### src/rtl/mux_alu_b_if.sv
// Operand-B select bus: operand sources, forwarding control, pipeline
// control and the combinational/registered operand outputs.
interface mux_alu_b_if;
    logic [31:0] immgen;
    logic [31:0] ru_rs2;
    logic        aluBSrc;
    logic [1:0]  fwd_sel;
    logic [31:0] exmem_result;
    logic [31:0] memwb_result;
    logic        in_valid;
    logic        stall;
    logic        flush;
    logic [31:0] aluB;
    logic [4:0]  shamt;
    logic [31:0] aluB_q;
    logic        out_valid;

    // Decode/forwarding side: drives sources and control, observes the operand.
    modport master (
        output immgen, ru_rs2, aluBSrc, fwd_sel, exmem_result, memwb_result,
               in_valid, stall, flush,
        input  aluB, shamt, aluB_q, out_valid
    );

    // Select stage itself.
    modport slave (
        input  immgen, ru_rs2, aluBSrc, fwd_sel, exmem_result, memwb_result,
               in_valid, stall, flush,
        output aluB, shamt, aluB_q, out_valid
    );
endinterface

### src/rtl/mux_alu_b.sv
// ALU operand-B select stage for the RV32I core. Picks the second ALU operand
// from rs2, the immediate or one of two forwarded results, drives it straight
// to the ALU and also captures it in a stall/flush-controlled pipeline register.
module mux_alu_b (
    input  logic         clk,
    input  logic         rst,
    mux_alu_b_if.slave   bus
);

    logic [31:0] reg_b_s;
    logic [31:0] alu_b_s;
    logic [31:0] alu_b_d;
    logic [31:0] alu_b_q;
    logic        valid_d;
    logic        valid_q;

    // Register-path forwarding mux; encoding 11 deliberately aliases 00.
    always_comb begin
        reg_b_s = bus.ru_rs2;
        case (bus.fwd_sel)
            2'b01:   reg_b_s = bus.exmem_result;
            2'b10:   reg_b_s = bus.memwb_result;
            default: reg_b_s = bus.ru_rs2;
        endcase
    end

    // Immediate overrides the register path regardless of forwarding.
    always_comb begin
        alu_b_s = reg_b_s;
        if (bus.aluBSrc == 1'b1) begin
            alu_b_s = bus.immgen;
        end else begin
            alu_b_s = reg_b_s;
        end
    end

    // Pipeline next state: flush beats stall; a bubble still loads the operand.
    always_comb begin
        alu_b_d = alu_b_q;
        valid_d = valid_q;
        if (bus.flush == 1'b1) begin
            alu_b_d = 32'h0000_0000;
            valid_d = 1'b0;
        end else if (bus.stall == 1'b1) begin
            alu_b_d = alu_b_q;
            valid_d = valid_q;
        end else begin
            alu_b_d = alu_b_s;
            valid_d = bus.in_valid;
        end
    end

    // Pipeline register with synchronous reset taking priority over everything.
    always_ff @(posedge clk) begin
        if (rst) begin
            alu_b_q <= 32'h0000_0000;
            valid_q <= 1'b0;
        end else begin
            alu_b_q <= alu_b_d;
            valid_q <= valid_d;
        end
    end

    assign bus.aluB      = alu_b_s;
    assign bus.shamt     = alu_b_s[4:0];
    assign bus.aluB_q    = alu_b_q;
    assign bus.out_valid = valid_q;

endmodule

### src/flat_wrapper.sv
// flat-port wrapper written by rule: the top's interface ports become plain ports
module mux_alu_b_flat 
  (clk, rst, bus_immgen, bus_ru_rs2, bus_aluBSrc, bus_fwd_sel, bus_exmem_result, bus_memwb_result, bus_in_valid, bus_stall, bus_flush, bus_aluB, bus_shamt, bus_aluB_q, bus_out_valid);
  mux_alu_b_if bus_i ();
  input  logic clk;
  input  logic rst;
  input wire logic [$bits(bus_i.immgen)-1:0] bus_immgen;
  input wire logic [$bits(bus_i.ru_rs2)-1:0] bus_ru_rs2;
  input wire logic [$bits(bus_i.aluBSrc)-1:0] bus_aluBSrc;
  input wire logic [$bits(bus_i.fwd_sel)-1:0] bus_fwd_sel;
  input wire logic [$bits(bus_i.exmem_result)-1:0] bus_exmem_result;
  input wire logic [$bits(bus_i.memwb_result)-1:0] bus_memwb_result;
  input wire logic [$bits(bus_i.in_valid)-1:0] bus_in_valid;
  input wire logic [$bits(bus_i.stall)-1:0] bus_stall;
  input wire logic [$bits(bus_i.flush)-1:0] bus_flush;
  output wire logic [$bits(bus_i.aluB)-1:0] bus_aluB;
  output wire logic [$bits(bus_i.shamt)-1:0] bus_shamt;
  output wire logic [$bits(bus_i.aluB_q)-1:0] bus_aluB_q;
  output wire logic [$bits(bus_i.out_valid)-1:0] bus_out_valid;
  assign bus_i.immgen = bus_immgen;
  assign bus_i.ru_rs2 = bus_ru_rs2;
  assign bus_i.aluBSrc = bus_aluBSrc;
  assign bus_i.fwd_sel = bus_fwd_sel;
  assign bus_i.exmem_result = bus_exmem_result;
  assign bus_i.memwb_result = bus_memwb_result;
  assign bus_i.in_valid = bus_in_valid;
  assign bus_i.stall = bus_stall;
  assign bus_i.flush = bus_flush;
  assign bus_aluB = bus_i.aluB;
  assign bus_shamt = bus_i.shamt;
  assign bus_aluB_q = bus_i.aluB_q;
  assign bus_out_valid = bus_i.out_valid;
  mux_alu_b u_core (.clk(clk), .rst(rst), .bus(bus_i));
endmodule
### config.mk
export PLATFORM = sky130hd
export DESIGN_NAME = mux_alu_b_flat
export DESIGN_NICKNAME = d
export VERILOG_FILES = /design/src/rtl/mux_alu_b_if.sv /design/src/rtl/mux_alu_b.sv /design/src/flat_wrapper.sv
export SDC_FILE = /design/constraint.sdc
export NUM_CORES = 1
export LEC_CHECK = 0
export BUFFER_PORTS_ARGS = -buffer_cell sky130_fd_sc_hd__buf_2
export CORE_MARGIN = 8
export CORE_UTILIZATION = 43
export CTS_CLUSTER_SIZE = 25
export DETAILED_ROUTE_END_ITERATION = 16
export GPL_ROUTABILITY_DRIVEN = 1
export PLACE_DENSITY = 0.82
export SLEW_MARGIN = 20
export SYNTH_ARGS = -nofsm -noshare
export SYNTH_HDL_FRONTEND = slang
export SYNTH_SLANG_ARGS = --single-unit
export TNS_END_PERCENT = 10
### constraint.sdc
create_clock -name clk -period 1.8 [get_ports clk]
set_clock_uncertainty 0.05 [all_clocks]
set_input_delay 0.09 -clock clk [delete_from_list [all_inputs] [get_ports clk]]
set_output_delay 0.09 -clock clk [all_outputs]
set_load 0.03 [all_outputs]
# Word level (Yosys, flattened, before mapping)
# Cells that the tools add are included.
# totals
ff_bits,33
input_bits,136
out_inout_bits,70
elab_cells,7
# classes
n_eq_ne,2
mux,2
reduce_logical,1
# op_table
cell,n
case mux 32 bit (2 select lines),1
2-to-1 mux 32 bit,1
== test 2 x 1 -> 1 bit (second input constant),1
== test 2 bit (second input constant),1
OR reduction 2 bit,1

# Depth between registers and ports, before layout
# Gate-level depths: netlist (run 1).
# logic_depth
ltp_word,3
depth_mapped,7
ltp_nobuf,5

# Worst setup path after synthesis (run 1)
# Ideal clock, no wire load.
# synth_path
kind,input -> output
from,in bus_fwd_sel[0]
to,out bus_shamt[1]
arrival_time_ns,2.049
required_time_ns,1.660
path_slack_ns,-0.389
cell_stages,6
path_buffers,2
cell_sequence,inv_1 ha_1 clkbuf_1 and2b_1 o31ai_1 buf_4
# synth_via
elab_chain_len,3
# synth_lines
element,line_no,text
start: declaration,flat_wrapper.sv:10,input wire logic [$bits(bus_i.fwd_sel)-1:0] bus_fwd_sel;
== test 2 bit or == test 2 x 1 -> 1 bit (tied branches),mux_alu_b.sv:20,case (bus.fwd_sel)
case mux 32 bit (2 select lines) (*),mux_alu_b.sv:20,
2-to-1 mux 32 bit (*),mux_alu_b.sv:30,if (bus.aluBSrc == 1'b1) begin
end: declaration,flat_wrapper.sv:17,output wire logic [$bits(bus_i.shamt)-1:0] bus_shamt;
# Every way passes the cells marked *; elsewhere a longest branch is shown, timed or not.

# Worst setup path after layout (run 1)
# layout_path
from,in bus_fwd_sel[1]
to,out bus_aluB[14]
# layout_via
elab_chain_len,3
# layout_lines
element,line_no,text
== test 2 bit or == test 2 x 1 -> 1 bit (tied branches),mux_alu_b.sv:20,
case mux 32 bit (2 select lines) (*),mux_alu_b.sv:20,
2-to-1 mux 32 bit (*),mux_alu_b.sv:30,
end: declaration,flat_wrapper.sv:16,output wire logic [$bits(bus_i.aluB)-1:0] bus_aluB;
# Marked as above.

==> run summary, run 1 <==
===================================================================================
Status                                                                 complete, no violations
Core Region                                                            0.007137 mm^2
Place WS                                                                -0.05277 ns
Fin. Hold Viols                                                                   0
Largest driver fanout on the critical path                                       12
Leakage                                                                    2.091 nW
Max-cap viol count                                                                0
Capturing element type of the critical path                             output port
Worst Tran Pin Value                                                      0.4233 ns
Input/output buffers                                                            205
Aggregate routed wire length                                               11540 um
Multiplexer area fraction after synthesis                                   0.3203%
H-Tree Depth                                                                      2
Peak supply drop                                                          0.2578 mV
CTS buffer count                                                                  5
Number of vias per cell after detailed routing                                5.485
Number of antenna diodes                                                          0
DRT Pass-1 Iters                                                                  5
Layout Nets                                                                     761
Largest family of logic cells by synthesized area                      simple AND/OR/NAND/NOR gates
Share of final-layout standard cells stronger than drive strength 1          37.50%
Hold slack                                                                0.1339 ns
Via count of the first global-routing pass                                     4009
Final critical-path required period                                        1.737 ns
Sum of net half-perimeters after detailed placement                         9185 um
Count of state elements after synthesis                                          33
Top achievable clock speed                                                575.6 MHz
Xor-xnor portion of the synthesized cell area                                    0%
Count of cell types in the netlist                                               17
Count of pins on the block boundary                                             206
Clock slew seen by the registers of the worst setup and hold paths          0.06 ns
Data required time of the critical path                                     1.66 ns
Synthesis-to-finish area growth                                              40.23%
Post-CTS Repair Setup Buffers                                                     0
Global-route congestion overflow total                                            0
Count of placed standard cells in the final layout, fillers left out            723
Setup slack of the critical path after layout                            0.06253 ns
RSZ-0062 raised after global routing                                             no
Vias                                                                           3966
Clk Tree Root Cell                                                     sky130_fd_sc_hd__clkbuf_8
Rows                                                                             31
Overall fraction of global-route tracks in use                               21.51%
Total power per unit cell area                                         571.7 mW/mm^2
Type of the worst min-delay path                                       primary input to flop
1st-iter DRT viols                                                              122
Drc violations                                                                    0
Complex-gate fraction of the synthesized area                                23.06%
Average instance area after synthesis                                    7.087 um^2
Sinks on Clock Net                                                               33
Critical path class                                                    primary input to output port
Pin count of the biggest net entering global routing                             50
Antenna Nets Post-Route                                                           0
Startpoint kind of the worst setup timing path                         primary input
Count of final setup violators                                                    0
Clock tree from TritonCTS                                                     built
Synthesized cell area                                                  0.003125 mm^2
Initial Util                                                                 43.79%
Final period util                                                            96.53%
Floorplan die width                                                        101.3 um
Synth Area in Simple Gates                                                   46.72%
Maximum buffer depth of the clock tree                                            2
Synthesized instance count                                                      441
Total Die Area                                                         0.01025 mm^2
Inst Count DP                                                                   713
Arrival time worst endpoint                                                 1.60 ns
Clk Latency, worst-skew pair                                                0.27 ns
Synthesized Nets                                                                579
Chip height                                                                101.3 um
Wire length of the first global-routing pass                               18210 um
Relative slew margins                                                        71.78%
Post-synthesis sequential area ratio                                         21.14%
Routability congestion estimate                                              0.8268
Final design utilization                                                     61.41%
Yosys warnings                                                                    0
Wire length per cell after detailed routing                                15.96 um
Adder-cell area share of the yosys netlist                                  0.8006%
Initial antenna violation count                                                   0
Count of pins over their slew limit                                               0
===================================================================================
==> final timing paths <==
path                          from                    end  slack, ns  depth (start not counted)
min reg2reg  u_core.bus.aluB_q[24]  u_core.bus.aluB_q[24]       0.55                          3
max                 bus_fwd_sel[1]           bus_aluB[14]       0.06                          8
min                  bus_immgen[5]   u_core.bus.aluB_q[5]       0.13                          4
max reg2reg   u_core.bus.out_valid   u_core.bus.out_valid       0.59                          3
==> registers in the layout, indices dropped and copies added, names as in the netlist <==
name	count
u_core.bus.aluB_q	32
u_core.bus.out_valid	1
==> final cells by class <==
type	count	area (um^2)
sequential	33	660.6
inverter	2	7.507
multi-input combinational	358	2267
tap	99	123.9
fill	703	2754
clock buffer	8	80.08
timing repair buffer	223	1244
==> repair_timing <==
item,4_1_cts,5_1_grt
hold endpoints to repair,1,0
gates resized for setup,1,0
endpoints found under the setup margin,1,0
hold buffers,2,0
==> layout by cell type (no fill, tap or decap) <==
cell type                       netlist  final
sky130_fd_sc_hd__ha_1                 2      1
sky130_fd_sc_hd__dlygate4sd3_1        0      2
sky130_fd_sc_hd__clkbuf_8             0      5
sky130_fd_sc_hd__nor2_2               0      2
sky130_fd_sc_hd__and3_1              32     32
sky130_fd_sc_hd__buf_12               0      6
sky130_fd_sc_hd__mux2i_1              1      1
sky130_fd_sc_hd__buf_4               11     11
sky130_fd_sc_hd__buf_2               16    204
sky130_fd_sc_hd__nor3b_1             32     32
sky130_fd_sc_hd__nand2_1             64     64
sky130_fd_sc_hd__nor2b_1             91     91
sky130_fd_sc_hd__o31ai_2              0      4
sky130_fd_sc_hd__nor3_1               1      1
sky130_fd_sc_hd__a22oi_1             32     32
sky130_fd_sc_hd__o31ai_4              0      1
sky130_fd_sc_hd__nand3_1             32     32
sky130_fd_sc_hd__clkbuf_1            21      3
sky130_fd_sc_hd__dfxtp_1             33     33
sky130_fd_sc_hd__and2b_1              5      5
sky130_fd_sc_hd__o31ai_1             64     59
sky130_fd_sc_hd__inv_1                2      2
sky130_fd_sc_hd__ha_4                 0      1
==> Yosys cell counts <==
master	instances	area, um^2
sky130_fd_sc_hd__and2b_1	5	37.54
sky130_fd_sc_hd__dfxtp_1	33	660.6
sky130_fd_sc_hd__buf_4	11	82.58
sky130_fd_sc_hd__buf_2	16	80.08
sky130_fd_sc_hd__a22oi_1	32	240.2
sky130_fd_sc_hd__mux2i_1	1	10.01
sky130_fd_sc_hd__o31ai_1	64	480.5
sky130_fd_sc_hd__ha_1	2	25.02
sky130_fd_sc_hd__inv_1	2	7.510
sky130_fd_sc_hd__nand3_1	32	160.2
sky130_fd_sc_hd__nor2b_1	91	569.3
sky130_fd_sc_hd__and3_1	32	200.2
sky130_fd_sc_hd__nor3b_1	32	240.2
sky130_fd_sc_hd__nand2_1	64	240.2
sky130_fd_sc_hd__nor2_1	2	7.510
sky130_fd_sc_hd__nor3_1	1	5.000
sky130_fd_sc_hd__clkbuf_1	21	78.83
==> worst max-delay path: stages <==
cell and delay, ns:
sky130_fd_sc_hd__buf_2 0.12, sky130_fd_sc_hd__inv_1 0.05, sky130_fd_sc_hd__ha_1 0.24, sky130_fd_sc_hd__buf_4 0.24, sky130_fd_sc_hd__a22oi_1 0.12, sky130_fd_sc_hd__nor2b_1 0.15
sky130_fd_sc_hd__o31ai_1 0.32, sky130_fd_sc_hd__buf_2 0.26
==> logic make-up after synthesis <==
group                    count (synthesis)
AO/OA/AOI/OAI                           96
adder cells (fa/ha/maj)                  2
buffers and inverters                   50
flip-flops                              33
multiplexers                             1
AND/OR/NAND/NOR                        259
==> through the flow <==
| stage | total power [mW] | cell area, um^2 | setup TNS, ns |
|---|---|---|---|
| floorplan | 1.573 | 3159 | -0.4263 |
| finish | 2.506 | 4383 | 0 |
| CTS | 2.536 | 4383 | 0 |
| global route | 2.668 | 4383 | 0 |
| detailed placement | 1.983 | 4273 | -0.05277 |
| global placement | 1.954 | 4273 | -0.005008 |
==> metal layers <==
layer  share of wire, %  GRT usage [%]  vias up
li1                   -              -     1941
met2                 52          40.23      173
met4                1.2          7.102        0
met5                  0              0        -
met3                7.7          5.155       16
met1                 39          22.95     1836
==> power breakdown <==
| group | switching [mW] | internal (mW) | total, mW |
|---|---|---|---|
| clock | 0.261 | 0.275 | 0.536 |
| combinational | 0.703 | 0.490 | 1.19 |
| sequential | 0.0159 | 0.761 | 0.777 |
(Power assumes the default switching activity.)
==> inputs of run 2 (changes only) <==
==> constraint.sdc (replaced) <==
create_clock -name clk -period 1.8 [get_ports clk]
set_clock_uncertainty 0.05 [all_clocks]
set_input_delay 0.18 -clock clk [delete_from_list [all_inputs] [get_ports clk]]
set_output_delay 0.18 -clock clk [all_outputs]
set_load 0.03 [all_outputs]
==> run 2 against run 1 <==
Compared with the run above:
- cell area increased by 3.4%
- non-clock buffer count increased by 1
- global-route usage increased by 1.5 points
- wire length increased by 5.1%
- clock power increased by 19%
- power increased by 6.8%
- first-iteration DRC count increased by 51%
- critical path type unchanged
- largest power group unchanged
==> run summary, run 2 (same netlist as run 1, synthesis figures left out) <==
==================================================================================
Relative slew margins                                                       71.72%
Flip-flop count of the largest register after layout                            32
H-Tree Depth                                                                     2
Total power per unit cell area                                        590.2 mW/mm^2
Via count of the first global-routing pass                                    4081
Sinks on Clock Net                                                              33
Maximum buffer depth of the clock tree                                           2
Peak supply drop                                                         0.2834 mV
Final critical-path required period                                       1.750 ns
1st-iter DRT viols                                                             184
Clock tree from TritonCTS                                                    built
Antenna Nets Post-Route                                                          0
Commonest non-fill, non-tap cell in the layout                        sky130_fd_sc_hd__buf_2
Synthesis-to-finish area growth                                             45.04%
RSZ-0062 raised after global routing                                           yes
Wire length per cell after detailed routing                               16.73 um
Aggregate routed wire length                                              12130 um
Critical path class                                                   primary input to output port
Arrival time worst endpoint                                                1.52 ns
Overall fraction of global-route tracks in use                              23.02%
Count of pins over their slew limit                                              0
Drc violations                                                                   0
Count of final setup violators                                                   0
Chip height                                                               101.3 um
Rows                                                                            31
Clk Tree Root Cell                                                    sky130_fd_sc_hd__clkbuf_8
Startpoint kind of the worst setup timing path                        primary input
Number of vias per cell after detailed routing                               5.578
Setup slack of the critical path after layout                           0.05019 ns
CTS buffer count                                                                 5
Floorplan die width                                                       101.3 um
Routability congestion estimate                                             0.9349
Type of the worst min-delay path                                      primary input to flop
Wire length of the first global-routing pass                              19290 um
Core Region                                                           0.007137 mm^2
Data required time of the critical path                                    1.57 ns
Total Die Area                                                        0.01025 mm^2
Status                                                                complete, no violations
Global-route congestion overflow total                                           0
Sum of net half-perimeters after detailed placement                        9457 um
Input/output buffers                                                           205
Fin. Hold Viols                                                                  0
DRT Pass-1 Iters                                                                 4
Leakage                                                                   2.140 nW
Final Total Pwr                                                           2.675 mW
Top achievable clock speed                                               571.5 MHz
Capturing element type of the critical path                            output port
Worst Tran Pin Value                                                     0.4242 ns
Final period util                                                           97.21%
Initial Util                                                                43.79%
Slack of the worst reg-to-reg path                                         1.00 ns
Number of resized instances in the post-cts repair step                          0
Clk Latency, worst-skew pair                                               0.28 ns
Max-cap viol count                                                               0
Post-CTS Repair Setup Buffers                                                    0
Share of final-layout standard cells stronger than drive strength 1         39.52%
Hold buffer count at cts                                                         0
Largest driver fanout on the critical path                                      32
Clock slew seen by the registers of the worst setup and hold paths         0.07 ns
Initial antenna violation count                                                  1
Most used cells in the layout excluding fill and tap cells            sky130_fd_sc_hd__buf_2, sky130_fd_sc_hd__nor2b_1, sky130_fd_sc_hd__nand2_1, sky130_fd_sc_hd__o31ai_1, sky130_fd_sc_hd__dfxtp_1
Layout Nets                                                                    762
Pin count of the biggest net entering global routing                            46
Count of pins on the block boundary                                            206
Place WS                                                                0.02603 ns
Vias                                                                          4044
==================================================================================
-- run 2: power by group --
group | internal (mW) | total, mW | switching [mW]
registers | 0.761 | 0.777 | 0.0161
logic | 0.525 | 1.26 | 0.735
clock network | 0.346 | 0.639 | 0.292
-- run 2: per-stage QoR --
stage / cell area [um^2] / hold slack, ns / util [%] / TNS, ns / cells
after floorplan: 3219 / 0.2068 / - / -2.668 / 441
after global placement: 4370 / 0.3200 / 61.24 / 0 / 716
after detailed placement: 4370 / 0.3281 / 61.24 / 0 / 716
after CTS: 4472 / 0.01884 / 62.66 / 0 / 724
after global routing: 4533 / 0.02047 / 63.52 / -0.1431 / 725
final: 4533 / 0.02956 / 63.52 / 0 / 725
-- run 2: cell type report --
class / instances / area (um^2)
fill: 674 / 2604
clock inverter: 1 / 5.005
tap: 99 / 123.9
timing repair buffer: 224 / 1303
inverter: 2 / 7.507
antenna: 1 / 2.502
sequential: 33 / 660.6
clock buffer: 7 / 96.34
multi-input combinational: 358 / 2335
-- run 2: worst paths after layout --
check / from / depth (start not counted) / end
max: bus_fwd_sel[1] / 8 / bus_aluB[1]
min: rst / 2 / u_core.bus.out_valid
max reg2reg: u_core.bus.aluB_q[4] / 3 / u_core.bus.aluB_q[4]
min reg2reg: u_core.bus.out_valid / 2 / u_core.bus.out_valid
-- run 2: worst max-delay path: stages --
cell	delay (ns)
sky130_fd_sc_hd__buf_2	0.12
sky130_fd_sc_hd__inv_1	0.05
sky130_fd_sc_hd__ha_1	0.18
sky130_fd_sc_hd__buf_12	0.20
sky130_fd_sc_hd__a22oi_1	0.11
sky130_fd_sc_hd__and2b_1	0.20
sky130_fd_sc_hd__o31ai_4	0.24
sky130_fd_sc_hd__buf_2	0.24
-- run 2: metal layers --
layer / GRT usage (%) / part of all wire (%) / wire, um / vias to the layer above
met5: 0 / 0 / 0 / -
met4: 9.507 / 2.5 / 306 / 0
met3: 5.430 / 6.7 / 817 / 27
met2: 40.59 / 51 / 6167 / 166
met1: 25.91 / 40 / 4836 / 1906
li1: - / - / - / 1945
==> inputs of run 3 (changes only) <==
--- a/config.mk
+++ b/config.mk
@@ -5,13 +5,14 @@
 export SDC_FILE = /design/constraint.sdc
 export NUM_CORES = 1
 export LEC_CHECK = 0
+export ABC_AREA = 1
 export BUFFER_PORTS_ARGS = -buffer_cell sky130_fd_sc_hd__buf_2
 export CORE_MARGIN = 8
-export CORE_UTILIZATION = 43
+export CORE_UTILIZATION = 41
 export CTS_CLUSTER_SIZE = 25
 export DETAILED_ROUTE_END_ITERATION = 16
 export GPL_ROUTABILITY_DRIVEN = 1
-export PLACE_DENSITY = 0.82
+export PLACE_DENSITY = 0.81
 export SLEW_MARGIN = 20
 export SYNTH_ARGS = -nofsm -noshare
 export SYNTH_HDL_FRONTEND = slang
==> run 3 against run 2 <==
Compared with the run above:
- setup slack improved by 0.080 ns
- wire length decreased by 18%
- critical path depth unchanged
- power decreased by 13%
- utilization decreased by 7.3 points
- global-route usage decreased by 3.4 points
- die area decreased by 4.8%
- count of clock-buffer cells in the layout increased by 1
- synthesized cell count increased by 12%
- combinational power decreased by 19%
- critical endpoint is now bus_shamt[2]
==> run summary, run 3 <==
===================================================================================
Clk Tree Root Cell                                                     sky130_fd_sc_hd__clkbuf_8
Inst Count DP                                                                   753
Fin. Hold Viols                                                                   0
Setup TNS                                                                      0 ns
Number of vias per cell after detailed routing                                4.614
Count of pins over their slew limit                                               0
Final critical-path required period                                        1.670 ns
Clock share of power                                                          22.3%
Placed cell area                                                       0.003697 mm^2
DRT Pass-1 Iters                                                                  4
Synthesized instance count                                                      495
CTS buffer count                                                                  5
Vias                                                                           3511
Clock slew seen by the registers of the worst setup and hold paths          0.07 ns
Cell types with the largest area share after synthesis                 sky130_fd_sc_hd__nand2_1, sky130_fd_sc_hd__dfxtp_1, sky130_fd_sc_hd__nand3_1
Chip height                                                                98.79 um
Worst Tran Pin Value                                                      0.9721 ns
Count of placed standard cells in the final layout, fillers left out            761
Layout Nets                                                                     818
Max-cap viol count                                                                0
Count of state elements after synthesis                                          33
Hold slack                                                                0.1124 ns
Global-route congestion overflow total                                            0
Arrival time worst endpoint                                                 1.44 ns
Capturing element type of the critical path                             output port
Data required time of the critical path                                     1.57 ns
Initial antenna violation count                                                   0
Drc violations                                                                    0
Hold buffer count at cts                                                          0
Sinks on Clock Net                                                               33
Final design utilization                                                     56.26%
Met1 usage                                                                   21.59%
Final period util                                                            92.75%
Fill cells                                                                      684
Net Sw Power                                                               931.7 uW
Critical path class                                                    primary input to output port
Initial Util                                                                 41.82%
Cell type with the highest aggregate area in the netlist               sky130_fd_sc_hd__nand2_1
Average instance area after synthesis                                    5.677 um^2
Total power per unit cell area                                         614.1 mW/mm^2
Wire length per cell after detailed routing                                13.09 um
Startpoint kind of the worst setup timing path                         primary input
H-Tree Depth                                                                      2
Post-synthesis sequential area ratio                                         23.51%
Sequential group share of total power                                         33.7%
Share of async-settable or async-resettable flops after synthesis                0%
Pin count of the biggest net entering global routing                             65
Most used cells in the layout excluding fill and tap cells             sky130_fd_sc_hd__buf_2, sky130_fd_sc_hd__nand2_1, sky130_fd_sc_hd__inv_1, sky130_fd_sc_hd__nand3_1, sky130_fd_sc_hd__nor2_1
1st-iter DRT viols                                                              159
Input/output buffers                                                            205
Most common cell in the netlist                                        sky130_fd_sc_hd__nand2_1
Count of cell types in the netlist                                               17
Synthesized cell area                                                  0.002810 mm^2
Clock tree from TritonCTS                                                     built
Share of final-layout standard cells stronger than drive strength 1          37.30%
Count of pins on the block boundary                                             206
Top post-synthesis cells by count                                      sky130_fd_sc_hd__nand2_1, sky130_fd_sc_hd__inv_1, sky130_fd_sc_hd__nand3_1
Floorplan die width                                                        98.79 um
Routability congestion estimate                                              0.8914
Core Region                                                            0.006719 mm^2
Flip-flop count of the largest register after layout                             32
Top flip-flop cell by instance count after synthesis                   sky130_fd_sc_hd__dfxtp_1
Antenna Nets Post-Route                                                           0
Switching Share                                                              40.14%
Total Die Area                                                         0.009759 mm^2
Maximum buffer depth of the clock tree                                            2
Setup slack of the critical path after layout                             0.1304 ns
Synthesis-to-finish area growth                                              34.51%
GRT busiest layer                                                              met2
Sum of net half-perimeters after detailed placement                         7902 um
Yosys warnings                                                                    0
Post-route standard cell area excluding fillers                        0.003780 mm^2
Peak supply drop                                                          0.3011 mV
Aggregate routed wire length                                                9963 um
Wire length of the first global-routing pass                               16060 um
Overall fraction of global-route tracks in use                               19.59%
Top achievable clock speed                                                599.0 MHz
Commonest non-fill, non-tap cell in the layout                         sky130_fd_sc_hd__buf_2
Final Total Pwr                                                            2.321 mW
Rows                                                                             30
Number of enable flip-flop cells after synthesis                                  0
Combinational share of power                                                  44.1%
RSZ-0062 raised after global routing                                             no
Power Internal                                                             1.389 mW
Count of final setup violators                                                    0
Met2 track demand over resource in global routing                            35.34%
Area fraction of the dominant cell type after synthesis                      25.91%
Status                                                                 complete, no violations
Fraction of met3 tracks used by global routing                               5.990%
Number of antenna diodes                                                          0
Leakage                                                                    2.480 nW
Type of the worst min-delay path                                       primary input to flop
Via count of the first global-routing pass                                     3533
Synthesized Nets                                                                633
Place WS                                                                  0.1250 ns
Relative slew margins                                                        35.19%
Largest driver fanout on the critical path                                       11
Clk Latency, worst-skew pair                                                0.27 ns
===================================================================================
==> run 3: cell types whose count changed in the layout (fill, tap and decap cells not counted), sizes merged, moves of 33 or more <==
cell | previous run | this run
nand2 | 64 | 194
a21oi | 0 | 33
nor2b | 91 | 0
nor2 | 2 | 64
inv | 2 | 68
o31ai | 64 | 0
==> run 3: what timing repair did <==
action / CTS / global route
endpoints found under the hold margin: 0 / 0
gates resized for setup: 0 / 1
buffers inserted: 0 / 0
endpoints found under the setup margin: 0 / 2
==> run 3: layer usage <==
metal,part of all wire (%),routed length (um)
met1,40,3999
met2,51,5084
met3,7.6,758
met4,1.2,121
met5,0,0
==> run 3: cells by family (layout without fill, tap and decap cells) <==
| group | count (synthesis) | after routing | synth area share (%) |
|---|---|---|---|
| AND/OR/NAND/NOR | 323 | 323 | 49.20 |
| buffers and inverters | 104 | 290 | 20.53 |
| AO/OA/AOI/OAI | 33 | 33 | 5.877 |
| flip-flops | 33 | 33 | 23.51 |
| adder cells (fa/ha/maj) | 2 | 2 | 0.8903 |
==> run 3: cell type report <==
type | instances | area, um^2 | area share (%)
tap | 80 | 100.1 | 2.648
clock buffer | 8 | 80.08 | 2.119
multi-input combinational | 358 | 1573 | 41.61
inverter | 68 | 260.3 | 6.885
timing repair buffer | 214 | 1106 | 29.26
sequential | 33 | 660.6 | 17.48
==> run 3: critical path, stage by stage <==
cell,delay (ns)
sky130_fd_sc_hd__buf_2,0.09
sky130_fd_sc_hd__inv_1,0.04
sky130_fd_sc_hd__ha_1,0.36
sky130_fd_sc_hd__buf_4,0.21
sky130_fd_sc_hd__a21oi_1,0.19
sky130_fd_sc_hd__nand2_1,0.09
sky130_fd_sc_hd__nand2_1,0.08
sky130_fd_sc_hd__buf_2,0.20
==> run 3: final timing paths <==
check	startpoint	slack [ns]	depth (start not counted)	end
worst max register to register	u_core.bus.aluB_q[17]	1.01	4	u_core.bus.aluB_q[17]
worst max-delay path	bus_fwd_sel[0]	0.13	8	bus_shamt[2]
worst min-delay path	bus_in_valid	0.11	3	u_core.bus.out_valid
worst min register to register	u_core.bus.out_valid	0.42	2	u_core.bus.out_valid
==> run 3: power by group through the flow <==
stage               Sequential [mW]  Combinational, mW  Clock [mW]
finish                        0.781               1.02       0.517
global route                  0.785               1.12       0.580
CTS                           0.781               1.03       0.547
detailed placement            0.797               1.02           0
global placement              0.795               1.01           0
floorplan                     0.862              0.666           0
